<file path="src/rtl/div_pkg.sv">
// Shared types and constants for the sequential restoring divider.
package div_pkg;

    typedef enum logic [1:0] {
        IDLE,
        CALC,
        DONE
    } state_t;

    localparam int MAX_W = 32;

    // Quotient reported on divide-by-zero (sliced to WIDTH by the user)
    localparam logic [MAX_W-1:0] DBZ_Q = '1;

    function automatic int cnt_w(input int w);
        return $clog2(w);
    endfunction

endpackage

</file>
<file path="src/rtl/seq_restoring_divider_trial_subtractor.sv">
// WIDTH+1-bit trial subtract a - b as a ripple chain of full adders
// (b inverted, carry-in 1); borrow is the sign bit of the result.
module trial_subtractor #(
    parameter int WIDTH = 4
) (
    input  logic [WIDTH:0]   a_i,
    input  logic [WIDTH:0]   b_i,
    output logic [WIDTH-1:0] diff_o,
    output logic             borrow_o
);

    logic [WIDTH:0] c;
    logic [WIDTH:0] s;
    logic [WIDTH:0] nb;

    assign nb   = ~b_i;
    assign c[0] = 1'b1;

    for (genvar i = 0; i <= WIDTH; i++) begin : g_fa
        assign s[i] = a_i[i] ^ nb[i] ^ c[i];
        if (i < WIDTH) begin : g_c
            assign c[i+1] = (a_i[i] & nb[i]) | (c[i] & (a_i[i] ^ nb[i]));
        end
    end

    assign diff_o   = s[WIDTH-1:0];
    assign borrow_o = s[WIDTH];

endmodule

</file>
<file path="src/rtl/seq_restoring_divider.sv">
// Multi-cycle restoring divider, one quotient bit per clock.
// Define DIVIDER_SIGNED_EN for two's-complement operands.
module seq_restoring_divider
    import div_pkg::*;
#(
    parameter int WIDTH = 4
) (
    input  logic             clk,
    input  logic             rst,
    input  logic             start,
    input  logic [WIDTH-1:0] A,
    input  logic [WIDTH-1:0] B,
    output logic [WIDTH-1:0] Q,
    output logic [WIDTH-1:0] R,
    output logic             busy,
    output logic             done,
    output logic             dbz
);

    localparam int CW = cnt_w(WIDTH);

    state_t           state_q, state_d;
    logic [WIDTH-1:0] dvd_q, dvd_d;
    logic [WIDTH-1:0] dvs_q, dvs_d;
    logic [WIDTH-1:0] rem_q, rem_d;
    logic [CW-1:0]    cnt_q, cnt_d;
    logic [WIDTH-1:0] q_q, q_d;
    logic [WIDTH-1:0] r_q, r_d;
    logic             dbz_q, dbz_d;

    logic [WIDTH-1:0] rem_sh;
    logic [WIDTH-1:0] diff;
    logic             borrow;
    logic             qbit;
    logic [WIDTH-1:0] rem_nx;
    logic [WIDTH-1:0] dvd_nx;
    logic [WIDTH-1:0] mag_a;
    logic [WIDTH-1:0] mag_b;
    logic [WIDTH-1:0] q_fin;
    logic [WIDTH-1:0] r_fin;

`ifdef DIVIDER_SIGNED_EN
    logic sa_q, sa_d;
    logic sb_q, sb_d;

    assign mag_a = A[WIDTH-1] ? (~A + 1'b1) : A;
    assign mag_b = B[WIDTH-1] ? (~B + 1'b1) : B;
    // Truncation toward zero: remainder follows the dividend's sign
    assign q_fin = (sa_q ^ sb_q) ? (~dvd_nx + 1'b1) : dvd_nx;
    assign r_fin = sa_q ? (~rem_nx + 1'b1) : rem_nx;
`else
    assign mag_a = A;
    assign mag_b = B;
    assign q_fin = dvd_nx;
    assign r_fin = rem_nx;
`endif

    assign rem_sh = {rem_q[WIDTH-2:0], dvd_q[WIDTH-1]};

    trial_subtractor #(
        .WIDTH(WIDTH)
    ) u_sub (
        .a_i     ({1'b0, rem_sh}),
        .b_i     ({1'b0, dvs_q}),
        .diff_o  (diff),
        .borrow_o(borrow)
    );

    assign qbit   = ~borrow;
    assign rem_nx = qbit ? diff : rem_sh;
    assign dvd_nx = {dvd_q[WIDTH-2:0], qbit};

    always_ff @(posedge clk) begin
        if (rst) begin
            state_q <= IDLE;
            dvd_q   <= '0;
            dvs_q   <= '0;
            rem_q   <= '0;
            cnt_q   <= '0;
            q_q     <= '0;
            r_q     <= '0;
            dbz_q   <= 1'b0;
`ifdef DIVIDER_SIGNED_EN
            sa_q    <= 1'b0;
            sb_q    <= 1'b0;
`endif
        end else begin
            state_q <= state_d;
            dvd_q   <= dvd_d;
            dvs_q   <= dvs_d;
            rem_q   <= rem_d;
            cnt_q   <= cnt_d;
            q_q     <= q_d;
            r_q     <= r_d;
            dbz_q   <= dbz_d;
`ifdef DIVIDER_SIGNED_EN
            sa_q    <= sa_d;
            sb_q    <= sb_d;
`endif
        end
    end

    always_comb begin
        state_d = state_q;
        dvd_d   = dvd_q;
        dvs_d   = dvs_q;
        rem_d   = rem_q;
        cnt_d   = cnt_q;
        q_d     = q_q;
        r_d     = r_q;
        dbz_d   = dbz_q;
`ifdef DIVIDER_SIGNED_EN
        sa_d    = sa_q;
        sb_d    = sb_q;
`endif
        unique case (state_q)
            IDLE: begin
                if (start) begin
                    dvd_d = mag_a;
                    dvs_d = mag_b;
                    rem_d = '0;
                    cnt_d = '0;
                    dbz_d = 1'b0;
`ifdef DIVIDER_SIGNED_EN
                    sa_d  = A[WIDTH-1];
                    sb_d  = B[WIDTH-1];
`endif
                    if (B == '0) begin
                        state_d = DONE;
                        q_d     = DBZ_Q[WIDTH-1:0];
                        r_d     = A;
                        dbz_d   = 1'b1;
                    end else begin
                        state_d = CALC;
                    end
                end
            end
            CALC: begin
                dvd_d = dvd_nx;
                rem_d = rem_nx;
                cnt_d = cnt_q + 1'b1;
                if (cnt_q == CW'(WIDTH - 1)) begin
                    state_d = DONE;
                    q_d     = q_fin;
                    r_d     = r_fin;
                end
            end
            DONE: begin
                state_d = IDLE;
            end
            default: begin
                state_d = IDLE;
            end
        endcase
    end

    assign Q    = q_q;
    assign R    = r_q;
    assign dbz  = dbz_q;
    assign busy = (state_q == CALC);
    assign done = (state_q == DONE);

endmodule
</file>
<file path="config.mk">
export PLATFORM = sky130hd
export DESIGN_NAME = seq_restoring_divider
export DESIGN_NICKNAME = d
export VERILOG_FILES = /design/src/rtl/div_pkg.sv /design/src/rtl/seq_restoring_divider_trial_subtractor.sv /design/src/rtl/seq_restoring_divider.sv
export SDC_FILE = /design/constraint.sdc
export NUM_CORES = 1
export LEC_CHECK = 0
export ABC_AREA = 1
export CAP_MARGIN = 5
export CORE_UTILIZATION = 45
export DETAILED_ROUTE_END_ITERATION = 8
export HOLD_SLACK_MARGIN = 0.08
export PLACE_DENSITY = 0.71
export SLEW_MARGIN = 10
export SYNTH_ARGS = -nofsm -noshare
export SYNTH_HDL_FRONTEND = slang
export SYNTH_HIERARCHICAL = 1
export SYNTH_SLANG_ARGS = --single-unit
</file>
<file path="constraint.sdc">
create_clock -name clk -period 2.25 [get_ports clk]
set_clock_uncertainty 0.1 [all_clocks]
set_input_delay 0.45 -clock clk [delete_from_list [all_inputs] [get_ports clk]]
set_output_delay 0.45 -clock clk [all_outputs]
set_load 0.005 [all_outputs]
</file>
== After elaboration in Yosys (flattened, before gate mapping) ==
Cells that the tools add are included.

* Register bits: 24
* Latch bits: 0
* Memory bits (writable): 0
* Memory bits (read-only): 0
* Bits of input ports: 11
* Output and inout port bits: 11
* Logic and storage cells: 64
* Memories: 0

* $add $sub $neg: 1
* Multipliers: 0
* Div/mod/pow operators: 0
* Order comparisons: 0
* Equal/unequal tests: 6
* Shift operators: 0
* Mux-type cells: 20
* Bitwise logic cells: 22
* Reductions and logical operators: 7

{| class="wikitable"
|+ Operators with widths
! kind !! number
|-
| $mux W4 || 8
|-
| $pmux W4 S2 || 3
|-
| $mux W2 || 4
|-
| $pmux W2 S2 || 2
|-
| $xor A1 B1 Y1 || 8
|-
| $and A1 B1 Y1 || 7
|-
| $pmux W3 S2 || 1
|-
| $reduce_and A2 Y1 || 3
|-
| $not A4 Y5 || 1
|-
| $eq A2 B2 Y1 const B || 2
|-
| $logic_not A4 Y1 || 1
|-
| $ne A2 B2 Y1 const B || 2
|-
| $or A1 B1 Y1 || 4
|-
| $reduce_and A4 Y1 || 1
|-
| $mux W3 || 1
|-
| $add A2 B1 Y2 const B || 1
|-
| $eq A2 B1 Y1 const B || 1
|-
| $logic_not A2 Y1 || 1
|-
| $ne A2 B1 Y1 const B || 1
|-
| $not A1 Y1 || 2
|-
| $reduce_bool A2 Y1 || 1
|-
| $mux W1 || 1
|}

== Longest topological paths before layout ==
Gate-level depths: netlist of run 1.

* Depth in word-level cells: 13
* Mapped depth: 17

== By module ==
The synthesis of run 1 kept the hierarchy.

{| class="wikitable"
|+ Modules (own cells, without submodules)
! module !! instances !! cells an instance !! area each (sq um) !! sequential area each (sq um)
|-
| seq_restoring_divider || 1 || 153 || 1053.5 || 480.5
|-
| trial_subtractor || 1 || 22 || 141.4 || 0.0
|}

== Worst setup path after synthesis of run 1 ==
No wires, ideal clock.

* Path kind: flip-flop to flip-flop
* From: register dvd_q[3]
* To: register r_q[2] (netlist: R[2])
* Arrival time: 2165 ps
* Data required time: 2086 ps
* Setup slack: -79 ps
* Stages on the path, launching flop included: 17
* Buffers on the path: 0
* Period minus slack after synthesis: 2329 ps
* Cells stage by stage: dfxtp_1 > inv_1 > ha_1 > inv_1 > fa_1 > inv_1 > fa_1 > fa_1 > nand3_1 > nand2_1 > inv_1 > nand2_1 > nand2_1 > nand2_2 > nand2_1 > nor2_1 > nor2_1

* Longest elaborated chain between the ends: 12
* Elaborated cells on any way between the ends: 14
* Those cells by class: 3 x mux; 11 x bitwise

{| class="wikitable"
|+ Ends and longest elaborated chain
! what !! RTL line !! RTL
|-
| from (decl) || seq_restoring_divider.sv:23 || <nowiki>logic [WIDTH-1:0] dvd_q, dvd_d;</nowiki>
|-
| from (signal assigned) || seq_restoring_divider.sv:89 || <nowiki>dvd_q <= dvd_d;</nowiki>
|-
| $and A1 B1 Y1 or $xor A1 B1 Y1 (tied branches) || seq_restoring_divider_trial_subtractor.sv:22 || <nowiki>assign c[i+1] = (a_i[i] & nb[i]) | (c[i] & (a_i[i] ^ nb[i]));</nowiki>
|-
| $or A1 B1 Y1 * || seq_restoring_divider_trial_subtractor.sv:22 ||
|-
| $and A1 B1 Y1 * || seq_restoring_divider_trial_subtractor.sv:22 ||
|-
| $or A1 B1 Y1 * || seq_restoring_divider_trial_subtractor.sv:22 ||
|-
| $and A1 B1 Y1 * || seq_restoring_divider_trial_subtractor.sv:22 ||
|-
| $or A1 B1 Y1 * || seq_restoring_divider_trial_subtractor.sv:22 ||
|-
| $and A1 B1 Y1 * || seq_restoring_divider_trial_subtractor.sv:22 ||
|-
| $or A1 B1 Y1 * || seq_restoring_divider_trial_subtractor.sv:22 ||
|-
| $xor A1 B1 Y1 * || seq_restoring_divider_trial_subtractor.sv:20 || <nowiki>assign s[i] = a_i[i] ^ nb[i] ^ c[i];</nowiki>
|-
| net borrow || seq_restoring_divider.sv:33 || <nowiki>logic borrow;</nowiki>
|-
| $mux W4 * || seq_restoring_divider.sv:70 || <nowiki>assign rem_nx = qbit ? diff : rem_sh;</nowiki>
|-
| $mux W4 * || seq_restoring_divider.sv:142 || <nowiki>if (cnt_q == CW'(WIDTH - 1)) begin</nowiki>
|-
| $pmux W4 S2 * || seq_restoring_divider.sv:116 || <nowiki>unique case (state_q)</nowiki>
|-
| to (signal assigned) || seq_restoring_divider.sv:94 || <nowiki>r_q <= r_d;</nowiki>
|-
| to (decl) || seq_restoring_divider.sv:28 || <nowiki>logic [WIDTH-1:0] r_q, r_d;</nowiki>
|}

The timed path passes the listed nets; every way through them passes the cells marked *. The select of a mux whose other input is x is not followed.
A chain may end at the register's enable or synchronous reset.

== Worst setup path after layout of run 1 ==
* From: register dvd_q[3]
* To: register r_q[0] (netlist: R[0])

The elaborated chain is that of the path after synthesis.

==> metrics.txt, run 1 <==
TritonCTS buffer count=3; warning count from the yosys run=6; number of antenna violations at the first check in global routing=0; reg2reg setup slack=-60 ps; maximum number of buffers from clock root to sink=2; Hold Crit Start=cnt_q[1]; Worst Setup SP=dvd_q[3]; count of final max-slew check failures=0; clock tree from TritonCTS=done; source of the worst register-to-register timing path=dvd_q[3]; number of cells on the critical path=16; ratio of cells with drive above 1 in the final layout=16.2%; number of distinct library cells after synthesis=18; # diodes=0; violated checks=setup timing; final core utilization=a little over three fifths; largest net degree at the start of global routing=19; Std-Cell Core Area=0.00250 mm²; worst hold path type=flip-flop to flip-flop; unrepaired setup endpoints after global routing=yes; via count of the first global-routing pass=1,084; cell class contributing the biggest share of worst-path delay=adder cells; routed vias=1,178; Final Worst Setup Slack=-60.7 ps; row cnt=18; total leakage power=0.717 nW; area of the multi-input gates=669 µm²; final hold violations=0; Crit path arrival time=2490 ps; clk sinks=24; wire length of the first global-routing pass=about 4800 µm; CP Capture Point=R[0]; placed cells=approximately 230; final estimated routing congestion in global placement=0.827; number of filler instances in the final layout=242; Detail Route Antenna Nets=0; number of nets at the end of the flow=221; Syn Std Cell Area=0.00119 mm²; cell at the root of the clock tree=sky130_fd_sc_hd__clkbuf_4; Max Fclk=0.433 GHz; worst-case reg-to-reg path depth=16; wire length per cell after detailed routing=12.1 µm; total DRC errors in the routed layout=0; pwr dens=809 mW/mm²; Crit Path Max Fanout=5; quantity of hold-fixing buffers added after cts=0; area used by sequential logic in the layout=482 µm²; most frequent cells in the layout=sky130_fd_sc_hd__nand2_1, sky130_fd_sc_hd__nor2_1, sky130_fd_sc_hd__dfxtp_1; source-to-sink clock delay at the later pin of the worst-skew pair=330 ps; period utilization=103%; final non-filler cell total=234; HPWL after DPL=around 2000 µm; average cell area after synthesis=around 6.8 µm²; vias per cell=5.03; number of synthesized register bits=24; critical-path cell list=inv_2 > ha_4 > inv_2 > fa_2 > inv_2 > fa_2 > fa_2 > nand3_2 > nand2_4 > inv_4 > nand2_2 > nand2_2 > nand2_2 > nand2_2 > nor2_2 > nor2_1; RR Endpoint=R[0]; Critical Path Sink Type=flip-flop; Worst Setup Start Kind=flip-flop; register clock-pin slew on the reported worst setup and hold paths=140 ps; GRT Total Usage=23.8%; Port Buffers=21; x dimension of the die=53.5 µm; chip height=around 54 µm; drt first pass iters=4; Slowest-stage cell, CP=sky130_fd_sc_hd__dfxtp_2; area of the die=about 0.0029 mm²; number of max-cap violations=0; H-tree Lvls=1; Finish-stage setup viols=5; drt total wl=2840 µm; post-route minimum period=2310 ps; Critical Path RT=2430 ps; Synth-to-Final Area Change=31.1%; number of primary I/O pins=22; Post-Synthesis Cells=175; total overflow reported by the global router=0; worst-case vdd ir drop=0.479 mV; register area share after synthesis=between 40% and 50%; worst slack after detailed placement=-177 ps; Buffers & Inverters on Critical Path=4; Setup CP Type=flip-flop to flip-flop; DRC marker count from the first detailed-route iteration=34; most common cell after layout, fill and taps aside=sky130_fd_sc_hd__nand2_1; most frequent cell on the critical path=sky130_fd_sc_hd__nand2_2; Slowest Stage Delay on Critical Path=360 ps; starting density of the core=47.8%; run status=complete, but fails checks
-- worst min-delay path by stage --
stage               endpoint  slack [ps]  depth (start not counted)
floorplan           cnt_q[0]         330                          1
global placement    cnt_q[0]         350                          1
detailed placement  cnt_q[1]         360                          2
CTS                 cnt_q[1]         380                          2
global route        cnt_q[1]         410                          2
finish              cnt_q[1]         380                          2
-- kinds of logic after synthesis --
kind of cell    count (synthesis)  share of synthesized area [%]
simple gates                   95                           32.0
compound gates                 25                           11.1
buf+inv                        25                           9.21
flops                          24                           40.2
fa+ha+maj                       5                           7.12
other cells                     1                          0.314
-- report_power, final --
part,switching (mW),internal [mW]
sequential,0.0364,0.478
combinational,0.246,0.182
clock,0.144,0.181
-- what timing repair did --
item,in CTS,in global routing
pin swaps,18,11
setup buffers,1,0
cloned,0,0
setup endpoints to repair,9,10
gates resized for setup,16,3
-- metal layers --
metal	wire length [µm]	track usage, %	vias up
met5	0	0	-
met4	38	9.21	0
met3	134	2.82	3
met2	1390	40.8	35
met1	1280	30.3	546
li1	-	-	594
-- state kept, by name, indices dropped and copies added, names as in the netlist --
signal and flops:
R 4, state_q 2, dbz 1, Q 4, cnt_q 2, dvs_q 4, rem_q 3, dvd_q 4
-- cell type report --
cell class                 count  share of cell area [%]
clock buffer                   3                    1.44
sequential                    24                    30.8
clock inverter                 1                    1.92
timing repair buffer          25                    15.3
tap                           30                    2.40
inverter                      22                    5.43
multi-input combinational    129                    42.7
-- cell usage after synthesis --
cell type	number	area, µm²
sky130_fd_sc_hd__buf_6	2	22.5
sky130_fd_sc_hd__nand2_2	2	12.5
sky130_fd_sc_hd__nand3_1	5	25.0
sky130_fd_sc_hd__a21oi_1	11	55.1
sky130_fd_sc_hd__a31oi_1	3	18.8
sky130_fd_sc_hd__conb_1	1	3.75
sky130_fd_sc_hd__buf_2	1	5.00
sky130_fd_sc_hd__nand2_4	1	11.3
sky130_fd_sc_hd__inv_2	1	3.75
sky130_fd_sc_hd__fa_1	3	60.1
sky130_fd_sc_hd__nand2_1	52	195
sky130_fd_sc_hd__ha_1	2	25.0
sky130_fd_sc_hd__o21ai_0	10	50.1
sky130_fd_sc_hd__inv_1	21	78.8
sky130_fd_sc_hd__dfxtp_1	24	480
sky130_fd_sc_hd__nor2_1	34	128
sky130_fd_sc_hd__nor2_4	1	11.3
sky130_fd_sc_hd__o21ai_2	1	8.76
-- per-stage QoR --
step	instance area, µm²	hold slack, ps	total power [mW]	setup TNS (ps)
after global routing	1570	405	1.35	-1160
after detailed placement	1450	360	0.896	-869
after global placement	1450	353	0.881	-376
after CTS	1560	380	1.26	-850
after floorplan	1210	328	0.766	0
final	1570	377	1.27	-164
-- worst reg2reg max path, cell delays in order, from the launching register on --
cell	delay, ps
sky130_fd_sc_hd__dfxtp_2	360
sky130_fd_sc_hd__inv_2	40
sky130_fd_sc_hd__ha_4	150
sky130_fd_sc_hd__inv_2	50
sky130_fd_sc_hd__fa_2	180
sky130_fd_sc_hd__inv_2	40
sky130_fd_sc_hd__fa_2	340
sky130_fd_sc_hd__fa_2	350
sky130_fd_sc_hd__nand3_2	100
sky130_fd_sc_hd__nand2_4	80
sky130_fd_sc_hd__inv_4	80
sky130_fd_sc_hd__nand2_2	60
sky130_fd_sc_hd__nand2_2	80
sky130_fd_sc_hd__nand2_2	70
sky130_fd_sc_hd__nand2_2	70
sky130_fd_sc_hd__nor2_2	30
sky130_fd_sc_hd__nor2_1	100
No activity file was read; power rests on OpenSTA's default activity.
==> run 2, diff against run 1 <==
- CAP_MARGIN: 5 -> 10
- REMOVE_ABC_BUFFERS: default -> 1
==> run 2 against run 1 <==
- critical path type unchanged
- hold slack worse by 4.0 ps
- sequential power hardly changed
- fmax is 0.24% higher
- flip-flop and latch count stayed put
- the run still ends with setup timing left
==> metrics.txt, run 2 (synthesis results as in run 1) <==
most common cell after layout, fill and taps aside=sky130_fd_sc_hd__nand2_1 (unchanged); final core utilization=62.5% (was 62.7%); worst hold path type=flip-flop to flip-flop (unchanged); total overflow reported by the global router=0 (unchanged); TritonCTS buffer count=3 (unchanged); DRC marker count from the first detailed-route iteration=28 (was 34); most frequent cells in the layout=sky130_fd_sc_hd__nand2_1, sky130_fd_sc_hd__nor2_1, sky130_fd_sc_hd__dfxtp_1 (unchanged); period utilization=102% (was 103%); chip height=53.5 µm (unchanged); maximum number of buffers from clock root to sink=2 (unchanged); clock share of power=25.6% (about the same); Switching Share=32.7% (was 33.6%); Port Buffers=21 (unchanged); number of nets at the end of the flow=221 (unchanged); setup bufs post-CTS=0 (was 1); final estimated routing congestion in global placement=0.853 (was 0.827); Critical Path RT=2420 ps (was 2430 ps); drt total wl=2550 µm (was 2840 µm); x dimension of the die=53.5 µm (unchanged); drt first pass iters=4 (unchanged); cell at the root of the clock tree=sky130_fd_sc_hd__clkbuf_4 (unchanged); wire length of the first global-routing pass=4350 µm (was 4840 µm); source-to-sink clock delay at the later pin of the worst-skew pair=320 ps (was 330 ps); source of the worst register-to-register timing path=dvd_q[3] (unchanged); Max Fclk=0.434 GHz (was 0.433 GHz); Critical Path Sink Type=flip-flop (unchanged); worst slack after detailed placement=-294 ps (was -177 ps); GRT Total Usage=20.9% (was 23.8%); clk sinks=24 (unchanged); via count of the first global-routing pass=1,055 (was 1,084); ratio of cells with drive above 1 in the final layout=15.2% (was 16.2%); Std-Cell Core Area=0.00250 mm² (unchanged); transition time at the pin with the least slew margin=502 ps; number of antenna violations at the first check in global routing=0 (unchanged); HPWL after DPL=1870 µm (was 1980 µm); post-route minimum period=2310 ps (about the same); Crit path arrival time=2480 ps (was 2490 ps); worst-case vdd ir drop=0.386 mV (was 0.479 mV); Detail Route Antenna Nets=0 (unchanged); unrepaired setup endpoints after global routing=yes (unchanged); relative slew slack=66.5%; Psw=0.405 mW (was 0.426 mW); reg2reg setup slack=-60 ps (about the same); wire length per cell after detailed routing=10.9 µm (was 12.1 µm); row cnt=18 (unchanged); part of the total power dissipated in sequential elements=41.4% (was 40.6%); total DRC errors in the routed layout=0 (unchanged); violated checks=setup timing (unchanged); worst hold path stage count=1 (was 2); largest net degree at the start of global routing=19 (unchanged); Finish-stage setup viols=5 (unchanged); vias per cell=4.90 (was 5.03); # diodes=0 (unchanged); clock tree from TritonCTS=done (unchanged); starting density of the core=47.8% (unchanged); internal power summed over all cells=0.835 mW (was 0.841 mW); Worst Setup Start Kind=flip-flop (unchanged); Setup CP Type=flip-flop to flip-flop (unchanged); total leakage power=0.715 nW (was 0.717 nW); run status=complete, but fails checks (unchanged); count of final max-slew check failures=0 (unchanged); number of max-cap violations=0 (unchanged); final hold violations=0 (unchanged); number of primary I/O pins=22 (unchanged); area of the die=0.00287 mm² (unchanged); RR Endpoint=R[2] (was R[0]); Crit Path Max Fanout=6 (was 5); H-tree Lvls=1 (unchanged); Hold Crit Start=cnt_q[0] (was cnt_q[1]); combinational share of power=33.1% (was 33.8%); Synth-to-Final Area Change=30.8% (was 31.1%); worst-case reg-to-reg path depth=16 (unchanged); register clock-pin slew on the reported worst setup and hold paths=140 ps (about the same); Final Worst Setup Slack=-55.2 ps (was -60.7 ps); routed vias=1,146 (was 1,178); pwr dens=794 mW/mm² (was 809 mW/mm²); hold-critical path endpoint=cnt_q[0] (was cnt_q[1])
run 2: worst max path at each step:
stage | start | to
6_report | dvd_q[3] | R[2]
5_1_grt | dvd_q[3] | rem_q[2]
4_1_cts | dvd_q[3] | R[2]
3_5_place_dp | dvd_q[3] | R[2]
3_3_place_gp | dvd_q[3] | R[2]
2_1_floorplan | dvd_q[3] | R[2]
run 2: critical path, stage by stage (launching register included):
cell and delay [ps]:
sky130_fd_sc_hd__dfxtp_2 360, sky130_fd_sc_hd__inv_2 40, sky130_fd_sc_hd__ha_4 150, sky130_fd_sc_hd__inv_2 40, sky130_fd_sc_hd__fa_2 180, sky130_fd_sc_hd__inv_2 40
sky130_fd_sc_hd__fa_2 340, sky130_fd_sc_hd__fa_2 400, sky130_fd_sc_hd__nand3_2 90, sky130_fd_sc_hd__nand2_4 70, sky130_fd_sc_hd__inv_4 80, sky130_fd_sc_hd__nand2_1 50
sky130_fd_sc_hd__nand2_1 70, sky130_fd_sc_hd__nand2_2 60, sky130_fd_sc_hd__nand2_1 60, sky130_fd_sc_hd__nor2_1 40, sky130_fd_sc_hd__nor2_1 80
run 2: area by class of cell:
type | count | area, µm²
multi-input cells | 129 | 663
inverters | 22 | 87.6
well taps | 30 | 37.5
clock buffers | 3 | 22.5
repair buffers | 25 | 240
clock inverters | 1 | 30.0
flip-flops and latches | 24 | 482
fillers | 223 | 937
run 2: per-stage QoR:
stage	total power, mW	cell area [µm²]	TNS [ps]	std cells	hold WS (ps)
floorplan	0.747	1180	-450	175	330
global placement	0.875	1460	-978	230	352
detailed placement	0.886	1460	-2130	230	353
CTS	1.22	1540	-218	234	371
global route	1.33	1560	-1170	234	394
finish	1.24	1560	-220	234	373
run 2: power by group through the flow:
stage | clock, mW | sequential [mW] | combinational, mW
CTS | 0.322 | 0.513 | 0.386
finish | 0.317 | 0.513 | 0.410
global placement | 0 | 0.519 | 0.356
global route | 0.341 | 0.521 | 0.465
detailed placement | 0 | 0.520 | 0.366
floorplan | 0 | 0.517 | 0.230
run 2: repair_timing:
item                                   CTS  global route
resized for setup                       12             9
endpoints found under the hold margin    0             0
pin swaps                               12             7
hold buffers                             0             0
setup endpoints to repair                9             9
run 2: layer usage:
metal  vias up  GRT usage (%)  share of wire (%)
met5         -              0                  0
met4         0           8.77                1.3
met3         5           2.82                3.3
met2        26           36.3                 49
met1       519           25.7                 46
li1        596              -                  -
==> run 3, diff against run 2 <==
- TNS_END_PERCENT: default -> 20
==> run 3 against run 2 <==
- the flow still finishes with violations (setup timing)
- largest power group unchanged
- cell count did not move
- highest routed layer unchanged
- register-to-register slack improved by 40 ps
- global-route usage rose by 0.18 points
- non-clock buffer count did not move
==> metrics.txt, run 3 (synthesis results as in run 1) <==
worst hold margin=370 ps (was 373 ps); clk sinks=24 (unchanged); total leakage power=0.722 nW (was 0.715 nW); met3 wire length=74 µm (was 85 µm); Setup CP Type=flip-flop to flip-flop (unchanged); Port Buffers=21 (unchanged); total overflow reported by the global router=0 (unchanged); routed vias=1,154 (was 1,146); number of max-cap violations=0 (unchanged); x dimension of the die=53.5 µm (unchanged); quantity of hold-fixing buffers added after cts=0 (unchanged); drt total wl=2520 µm (was 2550 µm); Synth-to-Final Area Change=30.5% (was 30.8%); top sig layer=met4 (unchanged); Final Worst Setup Slack=-17.0 ps (was -55.2 ps); source-to-sink clock delay at the later pin of the worst-skew pair=320 ps (about the same); register clock-pin slew on the reported worst setup and hold paths=140 ps (about the same); violated checks=setup timing (unchanged); clock tree from TritonCTS=done (unchanged); Crit Path Max Fanout=6 (unchanged); final estimated routing congestion in global placement=0.853 (unchanged); final non-filler cell total=234 (unchanged); transition time at the pin with the least slew margin=498 ps (was 502 ps); run status=complete, but fails checks (unchanged); total DRC errors in the routed layout=0 (unchanged); Max Fclk=0.441 GHz (was 0.434 GHz); TritonCTS buffer count=3 (unchanged); unrepaired setup endpoints after global routing=yes (unchanged); worst hold path type=flip-flop to flip-flop (unchanged); relative slew slack=66.7% (was 66.5%); area of the die=0.00287 mm² (unchanged); largest net degree at the start of global routing=19 (unchanged); most frequent cells in the layout=sky130_fd_sc_hd__nand2_1, sky130_fd_sc_hd__nor2_1, sky130_fd_sc_hd__dfxtp_1 (unchanged); Worst Setup Start Kind=flip-flop (unchanged); drt first pass iters=4 (unchanged); ratio of cells with drive above 1 in the final layout=14.2% (was 15.2%); Critical Path RT=2420 ps (about the same); number of nets at the end of the flow=221 (unchanged); final hold violations=0 (unchanged); period utilization=101% (was 102%); most common cell after layout, fill and taps aside=sky130_fd_sc_hd__nand2_1 (unchanged); number of antenna violations at the first check in global routing=0 (unchanged); pwr dens=791 mW/mm² (was 794 mW/mm²); # diodes=0 (unchanged); Met2 Routed Length=1240 µm (was 1250 µm); post-route minimum period=2270 ps (was 2310 ps); maximum number of buffers from clock root to sink=2 (unchanged); number of primary I/O pins=22 (unchanged); cell at the root of the clock tree=sky130_fd_sc_hd__clkbuf_4 (unchanged); worst-case vdd ir drop=0.386 mV (about the same); chip height=53.5 µm (unchanged); GRT Total Usage=21.1% (was 20.9%); Detail Route Antenna Nets=0 (unchanged); Finish-stage setup viols=2 (was 5); Std-Cell Core Area=0.00250 mm² (unchanged); via count of the first global-routing pass=1,055 (unchanged); vias per cell=4.93 (was 4.90); wire length per cell after detailed routing=10.8 µm (was 10.9 µm); H-tree Lvls=1 (unchanged); Critical Path Sink Type=flip-flop (unchanged); power consumption=1.23 mW (was 1.24 mW); wire length of the first global-routing pass=4380 µm (was 4350 µm); DRC marker count from the first detailed-route iteration=25 (was 28); count of final max-slew check failures=0 (unchanged); row cnt=18 (unchanged); Crit path arrival time=2440 ps (was 2480 ps); HPWL after DPL=1870 µm (unchanged); setup bufs post-CTS=0 (unchanged); length of routed wiring on met1=1170 µm (was 1180 µm); starting density of the core=47.8% (unchanged); placed cells=230 (unchanged)
[run 3: cell count changes in the layout (fill, tap and decap cells not counted)]
cell,delta
sky130_fd_sc_hd__a21oi_1,+1
sky130_fd_sc_hd__inv_1,+1
sky130_fd_sc_hd__a21oi_2,-1
sky130_fd_sc_hd__inv_2,-1
[run 3: stage by stage]
stage	setup WS [ps]	setup TNS (ps)	instance area [µm²]	utilization (%)
2_1_floorplan	-85.6	-450	1180	-
3_3_place_gp	-164	-978	1460	58.3
3_5_place_dp	-294	-2130	1460	58.3
4_1_cts	-85.7	-363	1530	61.0
5_1_grt	-154	-780	1560	62.4
6_report	-17.0	-27.7	1560	62.4
[run 3: routing by layer]
| layer | global-route usage (%) | up-vias |
|---|---|---|
| met5 | 0 | - |
| met4 | 8.77 | 0 |
| met3 | 2.82 | 5 |
| met2 | 36.0 | 23 |
| met1 | 26.4 | 535 |
| li1 | - | 591 |
[run 3: final timing paths]
kind              cells after the start  startpoint        to  slack, ps
setup / recovery                     16    dvd_q[3]      R[0]        -20
hold reg to reg                       1    cnt_q[0]  cnt_q[0]        370
setup reg to reg                     16    dvd_q[3]      R[0]        -20
hold / removal                        1    cnt_q[0]  cnt_q[0]        370
[run 3: final cells by class]
class	count	area (µm²)
Clock buffer	3	22.5
Clock inverter	1	30.0
Fill cell	232	941
Inverter	22	87.6
Multi-Input combinational cell	129	659
Sequential cell	24	482
Tap cell	30	37.5
Timing Repair Buffer	25	240
[run 3: worst max-delay path, stage by stage, from the launching register on]
cell and delay, ps:
sky130_fd_sc_hd__dfxtp_2 360, sky130_fd_sc_hd__inv_2 50, sky130_fd_sc_hd__ha_4 150, sky130_fd_sc_hd__inv_2 40, sky130_fd_sc_hd__fa_2 180, sky130_fd_sc_hd__inv_2 40, sky130_fd_sc_hd__fa_2 330, sky130_fd_sc_hd__fa_2 360
sky130_fd_sc_hd__nand3_2 100, sky130_fd_sc_hd__nand2_4 70, sky130_fd_sc_hd__inv_4 80, sky130_fd_sc_hd__nand2_1 50, sky130_fd_sc_hd__nand2_1 60, sky130_fd_sc_hd__nand2_2 60, sky130_fd_sc_hd__nand2_1 60, sky130_fd_sc_hd__nor2_1 40
sky130_fd_sc_hd__nor2_1 90
[run 3: report_power, final]
part	switching [mW]	internal [mW]	total (mW)
sequential	0.0347	0.478	0.513
combinational	0.229	0.175	0.404
clock	0.137	0.180	0.317
[run 3: timing repair]
| action | 4_1_cts | 5_1_grt |
|---|---|---|
| setup endpoints to repair | 9 | 10 |
| resized for setup | 7 | 12 |
| pin swaps | 3 | 1 |
==> RTL edit 1: new RTL, flow settings as in run 2 <==
Encoding of `state_t`: now one-hot (3 bits for 3 states).
--- a/src/rtl/div_pkg.sv
+++ b/src/rtl/div_pkg.sv
@@ -3,6 +3,6 @@
 
-    typedef enum logic [1:0] {
-        IDLE,
-        CALC,
-        DONE
+    typedef enum logic [2:0] {
+        IDLE = 3'b001,
+        CALC = 3'b010,
+        DONE = 3'b100
     } state_t;
Function: same outputs for any inputs over 10 cycles, from zero or initial values and one cycle with rst high; not proved beyond that.
==> RTL edit 1 against run 2 <==
- the run still ends with setup timing left
- count of clock-buffer cells in the layout up 1
- via count grew 6.1%
- wire length rose by 5.0%
- worst setup slack got worse by 0.0036 ns
- die area is 5.9% higher
- final area grew 3.4%
- fmax shrank 0.16%
- critical endpoint is now R[0]
- area after synthesis increased by 6.2%
- combinational power down 24%
- sequential cell count grew 1
- total power decreased by 17%
==> RTL edit 1: results (changes against run 2) <==
crit_arrival_ns: 2.45  # -0.03 ns
stdcell_count: 245  # +4.7%
num-fill-cells: 240  # +7.6%
rr_worst_depth: 15  # -1
gp_congestion: 0.828  # -2.9%
hold_slack_ns: 0.378  # +0.00504 ns
post-route-min-period_ns: 2.31  # +0.00363 ns
yosysUniqueCellTypes: 20  # +2
grtUsageMet2_pct: 37.6  # +1.3 points
worst_slack_ns: -0.0588  # -0.00363 ns
grt_use_total_pct: 21.0  # +0.10 points
final_nets: 232  # +5.0%
final_layout_size_suffix_gt1_share_pct: 17.2  # +2.0 points
hold_viol_final: 0  # unchanged
crit_end: "R[0]"
grt_use_met3_pct: 6.28  # +3.5 points
ys_top_cells_by_area: "dfxtp_1 39%, nand2_1 14%, nor2_1 11%, inv_1 6.8%, o21ai_0 5.5%"
critPathMaxStageDelay_ns: 0.37  # -0.03 ns
drt_iter0_drc: 24  # -14%
tightest_slew_ns: 0.508  # +0.00641 ns
synth_compound_area_share_pct: 7.89  # -3.2 points
synth_commonest_cells: "48 x nand2_1, 36 x nor2_1, 25 x dfxtp_1"
setup_violations: 5  # unchanged
place_hpwl_um: 2060  # +10%
r2r_end: "R[0]"
drt-total-wl_um: 2680  # +5.0%
peakVddDrop_mv: 0.509  # +32%
syn_area_per_cell_um2: 6.90  # +0.98%
async_flop_share_pct: 0  # unchanged
reg2reg_from: "dvd_q[3]"
dp.cells: 240  # +4.3%
met1_usage_pct: 23.5  # -2.3 points
synth_adder_area_share_pct: 6.71  # -0.41 points
outcome: "complete, but fails checks"
grt_pass1_wl_um: 4530  # +4.1%
violations: "setup timing"
yosysSeqAreaShare_pct: 39.4  # -0.76 points
grt_pass1_vias: 1117  # +5.9%
RTL edit 1: power breakdown:
| part | internal [mW] | leakage, nW | total, mW | switching [mW] |
|---|---|---|---|---|
| Combinational | 0.142 | 0.527 | 0.312 | 0.170 |
| Clock | 0.0696 | 0.0150 | 0.205 | 0.136 |
| Sequential | 0.485 | 0.205 | 0.511 | 0.0263 |
RTL edit 1: logic make-up (layout without fill, tap and decap cells):
family / after synthesis / in the layout
AND/OR/NAND/NOR: 100 / 100
buffers and inverters: 33 / 61
flip-flops: 25 / 25
AO/OA/AOI/OAI: 20 / 20
adder cells (fa/ha/maj): 5 / 5
other: 1 / 4
RTL edit 1: worst min path at each step:
stage | startpoint | to
floorplan | cnt_q[0] | cnt_q[0]
detailed placement | cnt_q[0] | cnt_q[0]
global placement | cnt_q[0] | cnt_q[0]
finish | cnt_q[0] | cnt_q[0]
global route | cnt_q[0] | cnt_q[0]
CTS | cnt_q[0] | cnt_q[0]
RTL edit 1: per-stage QoR:
stage	instance area (um^2)	total power, mW	setup WS, ns	setup TNS [ns]
after floorplan	1260	0.690	-0.0888	-0.461
after CTS	1600	1.03	-0.0184	-0.0397
after global routing	1620	1.10	-0.159	-1.00
after detailed placement	1540	0.802	-0.281	-2.07
final	1620	1.03	-0.0588	-0.158
after global placement	1540	0.793	-0.151	-0.991
RTL edit 1: metal layers:
layer	share of wire, %	up-vias
li1	-	621
met3	5.3	5
met4	0.93	0
met5	0	-
met1	45	557
met2	48	33
RTL edit 1: timing repair:
action / in CTS / in global routing
pin swaps: 1 / 4
buffers inserted: 0 / 1
setup endpoints to repair: 9 / 9
resized for setup: 13 / 2
cloned: 0 / 0
RTL edit 1: final cells by class:
| cell class | count | area share (%) |
|---|---|---|
| Sequential cell | 25 | 31.1 |
| Timing Repair Buffer | 27 | 15.8 |
| Clock buffer | 4 | 1.63 |
| Multi-Input combinational cell | 129 | 42.2 |
| Inverter | 30 | 6.97 |
| Tap cell | 30 | 2.32 |
==> RTL edit 2: new RTL, flow settings as in run 2 <==
Without the edit above. Add a define of `DIVIDER_SIGNED_EN`.
--- a/src/rtl/seq_restoring_divider.sv
+++ b/src/rtl/seq_restoring_divider.sv
@@ -2,2 +2,4 @@
 // Define DIVIDER_SIGNED_EN for two's-complement operands.
+`define DIVIDER_SIGNED_EN
+
 module seq_restoring_divider
Check against the original RTL: not equivalent (a bounded check fails within 10 cycles, from zero or initial values and one cycle with rst high).
==> RTL edit 2 against run 2 <==
- the flow still finishes with violations (setup timing)
- combinational power increased by 53%
- sequential cell count grew 2
- wire length up 50%
- final area up 34%
- worst setup slack worse by 0.49 ns
- area after synthesis up 27%
- total power is 19% higher
- count of clock-buffer cells in the layout is the same
- die area up 26%
==> RTL edit 2: results (changes against run 2) <==
setup_violations: 12  # +7
place_hpwl_um: 2470  # +32%
ys_top_cells_by_area: "dfxtp_1 34%, nand2_1 11%, inv_1 10%, a21oi_1 6.6%, ha_1 4.9%"
num-fill-cells: 262  # +17%
hold_slack_ns: 0.362  # -0.0112 ns
final_layout_size_suffix_gt1_share_pct: 23.5  # +8.3 points
num_vias: 1545  # +35%
postCtsSetupBuffers: 4  # +4
worst_slack_ns: -0.541  # -0.485 ns
dp.cells: 289  # +26%
rr_worst_depth: 19  # +3
hp-start: "R[0]"
finalSetupTns_ns: -3.71  # -3.49 ns
place_ws_ns: -0.653  # -0.359 ns
yosysSeqAreaShare_pct: 34.2  # -6.0 points
grt_pass1_wl_um: 6050  # +39%
drt_iter0_drc: 83  # +200%
post_cts_resized: 32  # +20
grt_use_total_pct: 22.6  # +1.7 points
routedWlPerCell_um: 12.8  # +17%
synth_xor_area_share_pct: 1.15  # +1.2 points
stdcell_count: 299  # +28%
synth_compound_area_share_pct: 19.2  # +8.1 points
grt_max_degree: 17  # -2
place_area_mm2: 0.00185  # +27%
pwr-share-seq_pct: 35.2  # -6.2 points
gp_congestion: 0.833  # -2.3%
yosysUniqueCellTypes: 33  # +15
outcome: "complete, but fails checks"
hold_end: "R[0]"
hold_depth: 2  # +1
combinationalPowerShare_pct: 42.4  # +9.3 points
synth_commonest_cells: "44 x nand2_1, 41 x inv_1, 26 x dfxtp_1"
violations: "setup timing"
synth_adder_area_share_pct: 8.88  # +1.8 points
netlist_instances: 215  # +23%
[RTL edit 2: cell types whose count changed after synthesis, moves of 3 or more]
| cell | change |
|---|---|
| nor2_1 | -21 |
| nand3_1 | +5 |
| inv_1 | +20 |
| o21ai_0 | +3 |
| o21a_1 | +5 |
| ha_1 | +4 |
| a21oi_1 | +9 |
| o22ai_1 | +3 |
| nand2_1 | -8 |
[RTL edit 2: final cells by class]
type / instances / share of cell area [%]
inverter: 45 / 8.19
multi-input combinational: 143 / 45.4
clock buffer: 3 / 1.08
sequential: 26 / 25.0
timing repair buffer: 37 / 16.3
tap: 44 / 2.63
clock inverter: 1 / 1.43
[RTL edit 2: per-layer routing]
| metal | up-vias | part of all wire (%) | global-route usage, % |
|---|---|---|---|
| met5 | - | 0 | 0 |
| met1 | 701 | 41 | 26.3 |
| met2 | 62 | 48 | 40.0 |
| li1 | 764 | - | - |
| met3 | 18 | 6.3 | 3.68 |
| met4 | 0 | 3.9 | 10.3 |
